File: config.mk
export PLATFORM = sky130hd
export DESIGN_NAME = rx_pol_track
export DESIGN_NICKNAME = d
export VERILOG_FILES = /design/src/rtl/rx_pol_pkg.sv /design/src/rtl/rx_pol_lane.sv /design/src/rtl/rx_pol_track.sv
export SDC_FILE = /design/constraint.sdc
export NUM_CORES = 1
export LEC_CHECK = 0
export CAP_MARGIN = 20
export CELL_PAD_IN_SITES_DETAIL_PLACEMENT = 0
export CELL_PAD_IN_SITES_GLOBAL_PLACEMENT = 1
export CORE_UTILIZATION = 44
export DETAILED_ROUTE_END_ITERATION = 8
export GPL_TIMING_DRIVEN = 0
export PLACE_DENSITY_LB_ADDON = 0.1
export SLEW_MARGIN = 5
export SYNTH_ARGS = -nofsm -noshare
export SYNTH_HDL_FRONTEND = slang
export SYNTH_HIERARCHICAL = 1
export SYNTH_SLANG_ARGS = --single-unit
File: constraint.sdc
create_clock -name i_clk -period 4.3 [get_ports i_clk]
set_clock_uncertainty 0.2 [all_clocks]
set_input_delay 1.29 -clock i_clk [delete_from_list [all_inputs] [get_ports i_clk]]
set_output_delay 1.29 -clock i_clk [all_outputs]
set_load 0.05 [all_outputs]
File: src/rtl/rx_pol_pkg.sv
// rx_pol_pkg: FSM state encoding, default comma markers and counter sizing for rx_pol_track.
package rx_pol_pkg;

    localparam logic [1:0] ST_INIT    = 2'd0;
    localparam logic [1:0] ST_DET_PRE = 2'd1;
    localparam logic [1:0] ST_POL_GOT = 2'd2;
    localparam logic [1:0] ST_POL_CHK = 2'd3;

    localparam logic [9:0] DEF_COMMA_POS     = 10'b10_1011_1100;
    localparam logic [9:0] DEF_COMMA_NEG     = 10'b10_0100_0011;
    localparam logic [9:0] DEF_ORI_COMMA_POS = 10'b01_0111_1100;

    function automatic int cnt_width(input int det_num, input int chk_num);
        return $clog2((det_num > chk_num ? det_num : chk_num) + 1);
    endfunction

endpackage

File: src/rtl/rx_pol_lane.sv
// rx_pol_lane: one lane's polarity FSM with hysteresis counter, inversion decision and marker-rewriting data register.
module rx_pol_lane
    import rx_pol_pkg::*;
#(
    parameter logic [9:0] COMMA_POS     = DEF_COMMA_POS,
    parameter logic [9:0] COMMA_NEG     = DEF_COMMA_NEG,
    parameter logic [9:0] ORI_COMMA_POS = DEF_ORI_COMMA_POS,
    parameter int         DET_NUM       = 16,
    parameter int         CHK_NUM       = 16
) (
    input  logic       i_clk,
    input  logic       i_rst,
    input  logic       i_en,
    input  logic       i_cont_adj,
    input  logic       i_ow,
    input  logic       i_ow_val,
    input  logic       i_vld,
    input  logic [9:0] i_data,
    output logic       o_vld,
    output logic [9:0] o_data,
    output logic       o_pol_done,
    output logic       o_pol_status,
    output logic       o_relock
);

    localparam int            CW    = cnt_width(DET_NUM, CHK_NUM);
    localparam logic [CW-1:0] DET_C = CW'(DET_NUM);
    localparam logic [CW-1:0] CHK_C = CW'(CHK_NUM);

    logic [1:0]    state_q, state_d;
    logic [CW-1:0] cnt_q, cnt_d;
    logic          pol_q, pol_d;
    logic          vld_q;
    logic [9:0]    data_q, data_d;
    logic          done_q, done_d;
    logic          relock_q, relock_d;

    logic pos_hit, neg_hit, match, unmatch, to_ori, to_inv_ori, inv;

    assign pos_hit    = (i_data == COMMA_POS) || (i_data == COMMA_NEG);
    assign neg_hit    = (i_data == ~COMMA_POS) || (i_data == ~COMMA_NEG);
    assign match      = pol_q ? neg_hit : pos_hit;
    assign unmatch    = pol_q ? pos_hit : neg_hit;
    assign to_ori     = (i_data == COMMA_POS) || (i_data == ~COMMA_POS);
    assign to_inv_ori = (i_data == COMMA_NEG) || (i_data == ~COMMA_NEG);
    // A disabled lane passes data straight through even while pol_q is being cleared.
    assign inv        = (i_en | i_ow) & pol_q;

    always_comb begin
        state_d  = state_q;
        cnt_d    = cnt_q;
        pol_d    = pol_q;
        relock_d = 1'b0;
        if (i_ow) begin
            state_d = ST_INIT;
            cnt_d   = '0;
            pol_d   = i_ow_val;
        end else if (!i_en) begin
            state_d = ST_INIT;
            cnt_d   = '0;
            pol_d   = 1'b0;
        end else if (state_q == ST_INIT) begin
            state_d = ST_DET_PRE;
        end else if (i_vld) begin
            case (state_q)
                ST_DET_PRE: begin
                    if (unmatch) begin
                        pol_d = ~pol_q;
                        cnt_d = CW'(1);
                    end else if (match) begin
                        cnt_d = cnt_q + 1'b1;
                    end
                    if (cnt_d == DET_C) begin
                        state_d = ST_POL_GOT;
                        cnt_d   = '0;
                    end
                end
                ST_POL_GOT: begin
                    if (unmatch && i_cont_adj) begin
                        state_d = ST_POL_CHK;
                        cnt_d   = CW'(1);
                    end
                end
                default: begin
                    cnt_d = match ? cnt_q - 1'b1 : unmatch ? cnt_q + 1'b1 : cnt_q;
                    if (cnt_d == '0) begin
                        state_d = ST_POL_GOT;
                    end else if (cnt_d == CHK_C) begin
                        state_d  = ST_DET_PRE;
                        cnt_d    = '0;
                        relock_d = 1'b1;
                    end
                end
            endcase
        end
    end

    assign done_d = i_ow | (state_d == ST_POL_GOT) | (state_d == ST_POL_CHK);
    assign data_d = !i_vld ? data_q : to_ori ? ORI_COMMA_POS : to_inv_ori ? ~ORI_COMMA_POS : i_data ^ {10{inv}};

    always_ff @(posedge i_clk) begin
        if (i_rst) begin
            state_q  <= ST_INIT;
            cnt_q    <= '0;
            pol_q    <= 1'b0;
            vld_q    <= 1'b0;
            data_q   <= ORI_COMMA_POS;
            done_q   <= 1'b0;
            relock_q <= 1'b0;
        end else begin
            state_q  <= state_d;
            cnt_q    <= cnt_d;
            pol_q    <= pol_d;
            vld_q    <= i_vld;
            data_q   <= data_d;
            done_q   <= done_d;
            relock_q <= relock_d;
        end
    end

    assign o_vld        = vld_q;
    assign o_data       = data_q;
    assign o_pol_done   = done_q;
    assign o_pol_status = pol_q;
    assign o_relock     = relock_q;

endmodule

File: src/rtl/rx_pol_track.sv
// rx_pol_track: multi-lane RX polarity tracker; define RX_POL_STAT_EN to add per-lane saturating relock counters.
module rx_pol_track
    import rx_pol_pkg::*;
#(
    parameter int         NUM_LANES     = 4,
    parameter logic [9:0] COMMA_POS     = DEF_COMMA_POS,
    parameter logic [9:0] COMMA_NEG     = DEF_COMMA_NEG,
    parameter logic [9:0] ORI_COMMA_POS = DEF_ORI_COMMA_POS,
    parameter int         DET_NUM       = 16,
    parameter int         CHK_NUM       = 16
) (
    input  logic                    i_clk,
    input  logic                    i_rst,
    input  logic [NUM_LANES-1:0]    i_pol_adj_en,
    input  logic                    i_pol_cont_adj,
    input  logic [NUM_LANES-1:0]    i_pol_ow,
    input  logic [NUM_LANES-1:0]    i_pol_ow_val,
    input  logic [NUM_LANES-1:0]    i_vld,
    input  logic [10*NUM_LANES-1:0] i_data,
`ifdef RX_POL_STAT_EN
    input  logic                    i_stat_clr,
    output logic [8*NUM_LANES-1:0]  o_flip_cnt,
`endif
    output logic [NUM_LANES-1:0]    o_vld,
    output logic [10*NUM_LANES-1:0] o_data,
    output logic [NUM_LANES-1:0]    o_pol_done,
    output logic [NUM_LANES-1:0]    o_pol_status,
    output logic [NUM_LANES-1:0]    o_relock
);

    for (genvar k = 0; k < NUM_LANES; k++) begin : g_lane
        rx_pol_lane #(
            .COMMA_POS    (COMMA_POS),
            .COMMA_NEG    (COMMA_NEG),
            .ORI_COMMA_POS(ORI_COMMA_POS),
            .DET_NUM      (DET_NUM),
            .CHK_NUM      (CHK_NUM)
        ) u_lane (
            .i_clk       (i_clk),
            .i_rst       (i_rst),
            .i_en        (i_pol_adj_en[k]),
            .i_cont_adj  (i_pol_cont_adj),
            .i_ow        (i_pol_ow[k]),
            .i_ow_val    (i_pol_ow_val[k]),
            .i_vld       (i_vld[k]),
            .i_data      (i_data[10*k +: 10]),
            .o_vld       (o_vld[k]),
            .o_data      (o_data[10*k +: 10]),
            .o_pol_done  (o_pol_done[k]),
            .o_pol_status(o_pol_status[k]),
            .o_relock    (o_relock[k])
        );
    end

`ifdef RX_POL_STAT_EN
    logic [7:0] flip_cnt_q [NUM_LANES];
    logic [7:0] flip_cnt_d [NUM_LANES];

    always_comb begin
        for (int k = 0; k < NUM_LANES; k++) begin
            flip_cnt_d[k] = i_stat_clr ? 8'd0 : (o_relock[k] && flip_cnt_q[k] != 8'hFF) ? flip_cnt_q[k] + 8'd1 : flip_cnt_q[k];
        end
    end

    always_ff @(posedge i_clk) begin
        for (int k = 0; k < NUM_LANES; k++) begin
            flip_cnt_q[k] <= i_rst ? 8'd0 : flip_cnt_d[k];
        end
    end

    for (genvar k = 0; k < NUM_LANES; k++) begin : g_stat
        assign o_flip_cnt[8*k +: 8] = flip_cnt_q[k];
    end
`endif

endmodule

==> results of run 1 <==
## per-stage QoR
stage                     hold slack (ns)  instances  instance area [µm²]  utilization (%)  setup slack (ns)
final                               0.273       1291                 9020             56.0             0.321
after global routing                0.305       1291                 9020             56.0             0.151
after CTS                           0.272       1291                 9020             56.0             0.382
after detailed placement            0.261       1276                 8700             54.0            0.0331
after global placement              0.255       1276                 8700             54.0            0.0436
after floorplan                     0.331        954                 7360                -             0.947
## Yosys cell counts, types with 14 or more instances
library cell | number | area [µm²]
a21oi_1 | 46 | 230
ha_1 | 24 | 300
xor2_1 | 34 | 298
nand2b_1 | 44 | 275
o22ai_1 | 20 | 125
buf_2 | 20 | 100
nor3_1 | 24 | 120
xnor2_1 | 26 | 228
nand4_1 | 14 | 87.6
nor2b_1 | 14 | 87.6
inv_1 | 36 | 135
o21ai_0 | 108 | 541
nand3_1 | 30 | 150
clkbuf_1 | 22 | 82.6
dfxtp_1 | 84 | 1680
nor2_1 | 74 | 278
nand2_1 | 68 | 255
## report_power, final
group	internal [mW]	total (mW)	switching (mW)	leakage, nW
sequential	0.811	0.829	0.0175	0.689
combinational	0.200	0.517	0.317	2.24
clock	0.525	0.868	0.343	0.159
total	1.54	2.21	0.677	3.09
## worst max path at each step
| stage | from | endpoint | depth (start not counted) |
|---|---|---|---|
| final | i_data[5] | g_lane[0].u_lane/o_pol_done$_SDFF_PP0_ | 8 |
| after global routing | i_data[17] | g_lane[1].u_lane/cnt_q[2]$_SDFFE_PP0P_ | 10 |
| after CTS | i_data[5] | g_lane[0].u_lane/o_pol_done$_SDFF_PP0_ | 8 |
| after detailed placement | i_data[5] | g_lane[0].u_lane/o_pol_done$_SDFF_PP0_ | 8 |
| after global placement | i_data[4] | g_lane[0].u_lane/o_pol_done$_SDFF_PP0_ | 8 |
| after floorplan | i_data[8] | g_lane[0].u_lane/o_pol_done$_SDFF_PP0_ | 10 |
## state kept, by name, indices dropped and copies added (netlist names)
name and flops:
g_lane.u_lane/o_data 40, g_lane.u_lane/cnt_q 20, g_lane.u_lane/state_q 8, g_lane.u_lane/o_pol_done 4
g_lane.u_lane/o_vld 4, g_lane.u_lane/o_pol_status 4, g_lane.u_lane/o_relock 4
## cell type report
type                       count  area share, %
multi-input combinational    770           57.6
sequential                    84           18.6
timing repair buffer         106           11.8
buffer                        62           3.77
tap                          216           3.00
clock buffer                  10           2.65
inverter                      38           1.58
clock inverter                 5          0.957
## worst max-delay path: cells and delay by family
family | cells | cell delay, ns
AO/OA/AOI/OAI | 3 | 1.29
buffers and inverters | 1 | 0.53
AND/OR/NAND/NOR | 4 | 0.92
## cells by family after synthesis
kind of cell             count (synthesis)
buffers and inverters                  100
multiplexers                            10
AND/OR/NAND/NOR                        348
AO/OA/AOI/OAI                          328
XOR/XNOR                                60
flip-flops                              84
adder cells (fa/ha/maj)                 24
## layer usage
metal	GRT usage [%]	share of wire (%)	vias up
li1	-	-	3796
met1	34.7	49	3522
met2	39.0	45	192
met3	3.40	4.0	28
met4	8.20	1.9	0
met5	0	0	-
==> impl_metrics.json, run 1 <==
{
  "slew_viol_final": 0,
  "yosys.area_share.xor_xnor_pct": 7.14,
  "post-route-period-util_pct": 92.5,
  "grt_antenna_before_repair": 0,
  "numClockSinks": 84,
  "n_antenna_cell": 0,
  "critPathSlowestCell": "o311ai_0",
  "place_hpwl_um": 15900,
  "tns_ns": 0,
  "ys_async_sr_fraction_pct": 0,
  "grt_pass1_wl_um": 35500,
  "synth_compound_area_share_pct": 31.5,
  "min_to": "g_lane[2].u_lane/o_data[9]$_SDFFE_PP0P_",
  "cts-resized-gates": 0,
  "maxCapViolCount": 0,
  "cts_tree": "built",
  "htree_levels": 3,
  "status": "complete, no violations",
  "track_usage_pct": 24.8,
  "syn-cell-area_mm2": 0.00736,
  "vias": 7538,
  "drt-total-wl_um": 21300,
  "drc": 0,
  "cp_slowest_stage_delay_ns": 0.81,
  "clk_latency_ns": 0.35,
  "final_common_cell": "o21ai_0",
  "multi_input_area_mm2": 0.00520,
  "cp_max_fo": 6,
  "synthCells": 954,
  "report.power.total_mw": 2.21,
  "grt_pass1_vias": 6861,
  "ioPinCount": 115,
  "timing.fmax_ghz": 0.251,
  "crit_required_ns": 4.35,
  "syn_avg_cell_area_um2": 7.72,
  "tightest_slew_ns": 0.956,
  "clk_pin_slew_ns": 0.07,
  "rsz0062_at_grt": "false",
  "synth_top_family_by_area": "compound AO/OA/AOI/OAI gates",
  "period_minus_slack_ns": 3.98,
  "r2r_cells": 11,
  "clockRootBuffer": "clkbuf_16",
  "crit_chain": "clkdlybuf4s50_1, and4b_2, nand4_1, and2_4, o311ai_0, nand2_1, o21a_1, o32ai_1",
  "numPortBuffers": 106,
  "core_area_mm2": 0.0161,
  "final-hold-violation-count": 0,
  "cellPowerDensity_mw_per_mm2": 245,
  "dr.pass1.iters": 5,
  "path_class": "primary input to flop",
  "fin_nets": 1154,
  "initial_core_util_pct": 45.7,
  "ys_seq_area_share_pct": 22.8,
  "clockBufferDepth": 2,
  "holdPathStages": 2,
  "worstSetupEndpointType": "flop",
  "syn-num-nets": 1037,
  "ant_nets": 0,
  "cp_data_arrival_time_ns": 4.03,
  "final_cell_mix": "108 x o21ai_0, 106 x clkdlybuf4s50_1, 84 x dfxtp_1",
  "cts_hold_buf": 0,
  "drive_above_1_share_pct": 9.77,
  "synth_adder_area_share_pct": 4.08,
  "synth_cell_types": 83,
  "slew_headroom_pct": 36.1,
  "r2r-end": "g_lane[1].u_lane/state_q[1]$_SDFF_PP0_",
  "grt_max_degree": 15,
  "regArea_mm2": 0.00168,
  "drt_iter0_drc": 490,
  "synth_mux_area_share_pct": 1.39,
  "setup_viol": 0,
  "min_from": "g_lane[2].u_lane/o_data[9]$_SDFFE_PP0P_",
  "ys_ff_latch": 84,
  "r2r_slack_ns": 1.41,
  "numCtsBuffers": 9,
  "die_w_um": 131,
  "p_leak_nw": 3.09,
  "synth_edf_count": 0,
  "area_delta_synth_final_pct": 22.5,
  "vias_per_cell": 5.84,
  "start_kind": "primary input",
  "ys.flop_type": "dfxtp_1",
  "rows": 46,
  "die-area_mm2": 0.0173,
  "synthSimpleGateAreaFrac_pct": 26.5,
  "vdd_drop_max_mv": 0.201,
  "hold_class": "flop to flop",
  "fillers": 1551,
  "gp_congestion": 0.889,
  "wl_per_cell_um": 16.5,
  "r2r-start": "g_lane[1].u_lane/cnt_q[0]$_SDFFE_PP0P_",
  "dieHeight_um": 131,
  "yosysWarnings": 6,
  "cts_setup_buffers": 0,
  "overflow": 0
}
(Power assumes the default switching activity.)
==> run 2, diff against run 1 <==
--- a/config.mk
+++ b/config.mk
@@ -5,12 +5,12 @@
 export SDC_FILE = /design/constraint.sdc
 export NUM_CORES = 1
 export LEC_CHECK = 0
-export CAP_MARGIN = 20
 export CELL_PAD_IN_SITES_DETAIL_PLACEMENT = 0
 export CELL_PAD_IN_SITES_GLOBAL_PLACEMENT = 1
 export CORE_UTILIZATION = 44
 export DETAILED_ROUTE_END_ITERATION = 8
 export GPL_TIMING_DRIVEN = 0
+export MAX_ROUTING_LAYER = met4
 export PLACE_DENSITY_LB_ADDON = 0.1
 export SLEW_MARGIN = 5
 export SYNTH_ARGS = -nofsm -noshare
==> impl_metrics.json, run 2 (synthesized netlist as in run 1, its figures left out) <==
{
  "slew_viol_final": 0,
  "track_usage_pct": 25.5,
  "crit_buf_inv": 1,
  "stdcell_count": 1291,
  "overflow": 0,
  "numCtsBuffers": 9,
  "final_util_pct": 56.0,
  "cp_slowest_stage_delay_ns": 0.80,
  "cts_tree": "built",
  "dpl_cell_area_mm2": 0.00870,
  "die_w_um": 131,
  "area_delta_synth_final_pct": 22.5,
  "dr.pass1.iters": 5,
  "maxCapViolCount": 0,
  "largest_register_ffs": 40,
  "drt_iter0_drc": 510,
  "grt_pass1_wl_um": 35500,
  "vias": 7478,
  "cts-resized-gates": 0,
  "fin_nets": 1154,
  "crit_chain": "clkdlybuf4s50_1, and4b_2, nand4_1, and2_4, o311ai_0, nand2_1, o21a_1, o32ai_1",
  "rows": 46,
  "critPathSlowestCell": "o311ai_0",
  "drc": 0,
  "final_common_cell": "o21ai_0",
  "cts_setup_buffers": 0,
  "clockRootBuffer": "clkbuf_16",
  "critPathTopFamily": "compound AO/OA/AOI/OAI gates",
  "tns_ns": 0,
  "clk_pin_slew_ns": 0.07,
  "clockBufferDepth": 2,
  "report.power.total_mw": 2.21,
  "status": "complete, no violations",
  "place_hpwl_um": 15900,
  "htree_levels": 3,
  "stdcell_area_mm2": 0.00902,
  "clk_latency_ns": 0.35,
  "initial_core_util_pct": 45.7,
  "final_cell_mix": "108 x o21ai_0, 106 x clkdlybuf4s50_1, 84 x dfxtp_1",
  "core_area_mm2": 0.0161,
  "gp_congestion": 0.904,
  "numPortBuffers": 106,
  "tightest_slew_ns": 0.952,
  "slew_headroom_pct": 36.4,
  "vias_per_cell": 5.79,
  "die-area_mm2": 0.0173,
  "p_leak_nw": 3.09,
  "rsz0062_at_grt": "false",
  "drt-total-wl_um": 21200,
  "cellPowerDensity_mw_per_mm2": 245,
  "period_minus_slack_ns": 3.98,
  "worstSetupEndpointType": "flop",
  "path_class": "primary input to flop",
  "dieHeight_um": 131,
  "vdd_drop_max_mv": 0.199,
  "hold_class": "flop to flop",
  "crit_required_ns": 4.35,
  "cp_data_arrival_time_ns": 4.03,
  "setup_viol": 0,
  "ant_nets": 0,
  "final-hold-violation-count": 0,
  "drive_above_1_share_pct": 9.77,
  "placedCellCount": 1276,
  "numClockSinks": 84,
  "n_antenna_cell": 0,
  "cts_hold_buf": 0,
  "grt_max_degree": 15,
  "ioPinCount": 115,
  "timing.fmax_ghz": 0.251,
  "grt_pass1_vias": 6871,
  "post-route-period-util_pct": 92.6,
  "cp_max_fo": 6,
  "wl_per_cell_um": 16.5,
  "grt_antenna_before_repair": 0,
  "start_kind": "primary input"
}
==> run 2: cell counts in the layout (fill, tap and decap cells not counted) <==
No cell type changed its count.
==> run 2: area by class of cell <==
type	count	area, µm²
clock inverters	5	86.3
multi-input cells	770	5200
well taps	216	270
repair buffers	106	1060
fillers	1551	7090
flip-flops and latches	84	1680
inverters	38	143
plain buffers	62	340
clock buffers	10	239
==> run 2: final timing paths <==
path	slack (ns)	endpoint	startpoint	depth (start not counted)
max reg2reg	1.41	g_lane[1].u_lane/state_q[1]$_SDFF_PP0_	g_lane[1].u_lane/cnt_q[0]$_SDFFE_PP0P_	11
min reg2reg	0.27	g_lane[2].u_lane/o_data[9]$_SDFFE_PP0P_	g_lane[2].u_lane/o_data[9]$_SDFFE_PP0P_	2
min	0.27	g_lane[2].u_lane/o_data[9]$_SDFFE_PP0P_	g_lane[2].u_lane/o_data[9]$_SDFFE_PP0P_	2
max	0.32	g_lane[0].u_lane/o_pol_done$_SDFF_PP0_	i_data[5]	8
==> run 2: worst reg2reg max path: stages, from the launching register on <==
cell and delay (ns):
dfxtp_1 0.32, buf_2 0.20, inv_1 0.12, ha_1 0.38
xnor2_1 0.29, mux2i_1 0.23, a22o_1 0.14, nand4_1 0.13
a21oi_2 0.25, or3_1 0.16, a21boi_2 0.07, nor4b_1 0.29
==> run 2: power breakdown <==
| group | switching (mW) | internal (mW) |
|---|---|---|
| clock network | 0.342 | 0.525 |
| logic | 0.317 | 0.200 |
| registers | 0.0176 | 0.811 |
| total | 0.677 | 1.54 |
==> run 2: layer usage <==
| metal | wire length [µm] | vias up | part of all wire, % | track usage, % |
|---|---|---|---|---|
| met5 | 0 | - | 0 | - |
| met4 | 323 | 0 | 1.5 | 8.20 |
| met3 | 824 | 25 | 3.9 | 3.40 |
| met2 | 9760 | 176 | 46 | 39.1 |
| met1 | 10300 | 3487 | 49 | 34.5 |
| li1 | - | 3790 | - | - |
==> run 2: through the flow <==
step	hold WS, ns	setup slack, ns
after floorplan	0.331	0.947
after global placement	0.255	0.0436
after detailed placement	0.261	0.0331
after CTS	0.272	0.382
after global routing	0.305	0.193
final	0.273	0.317
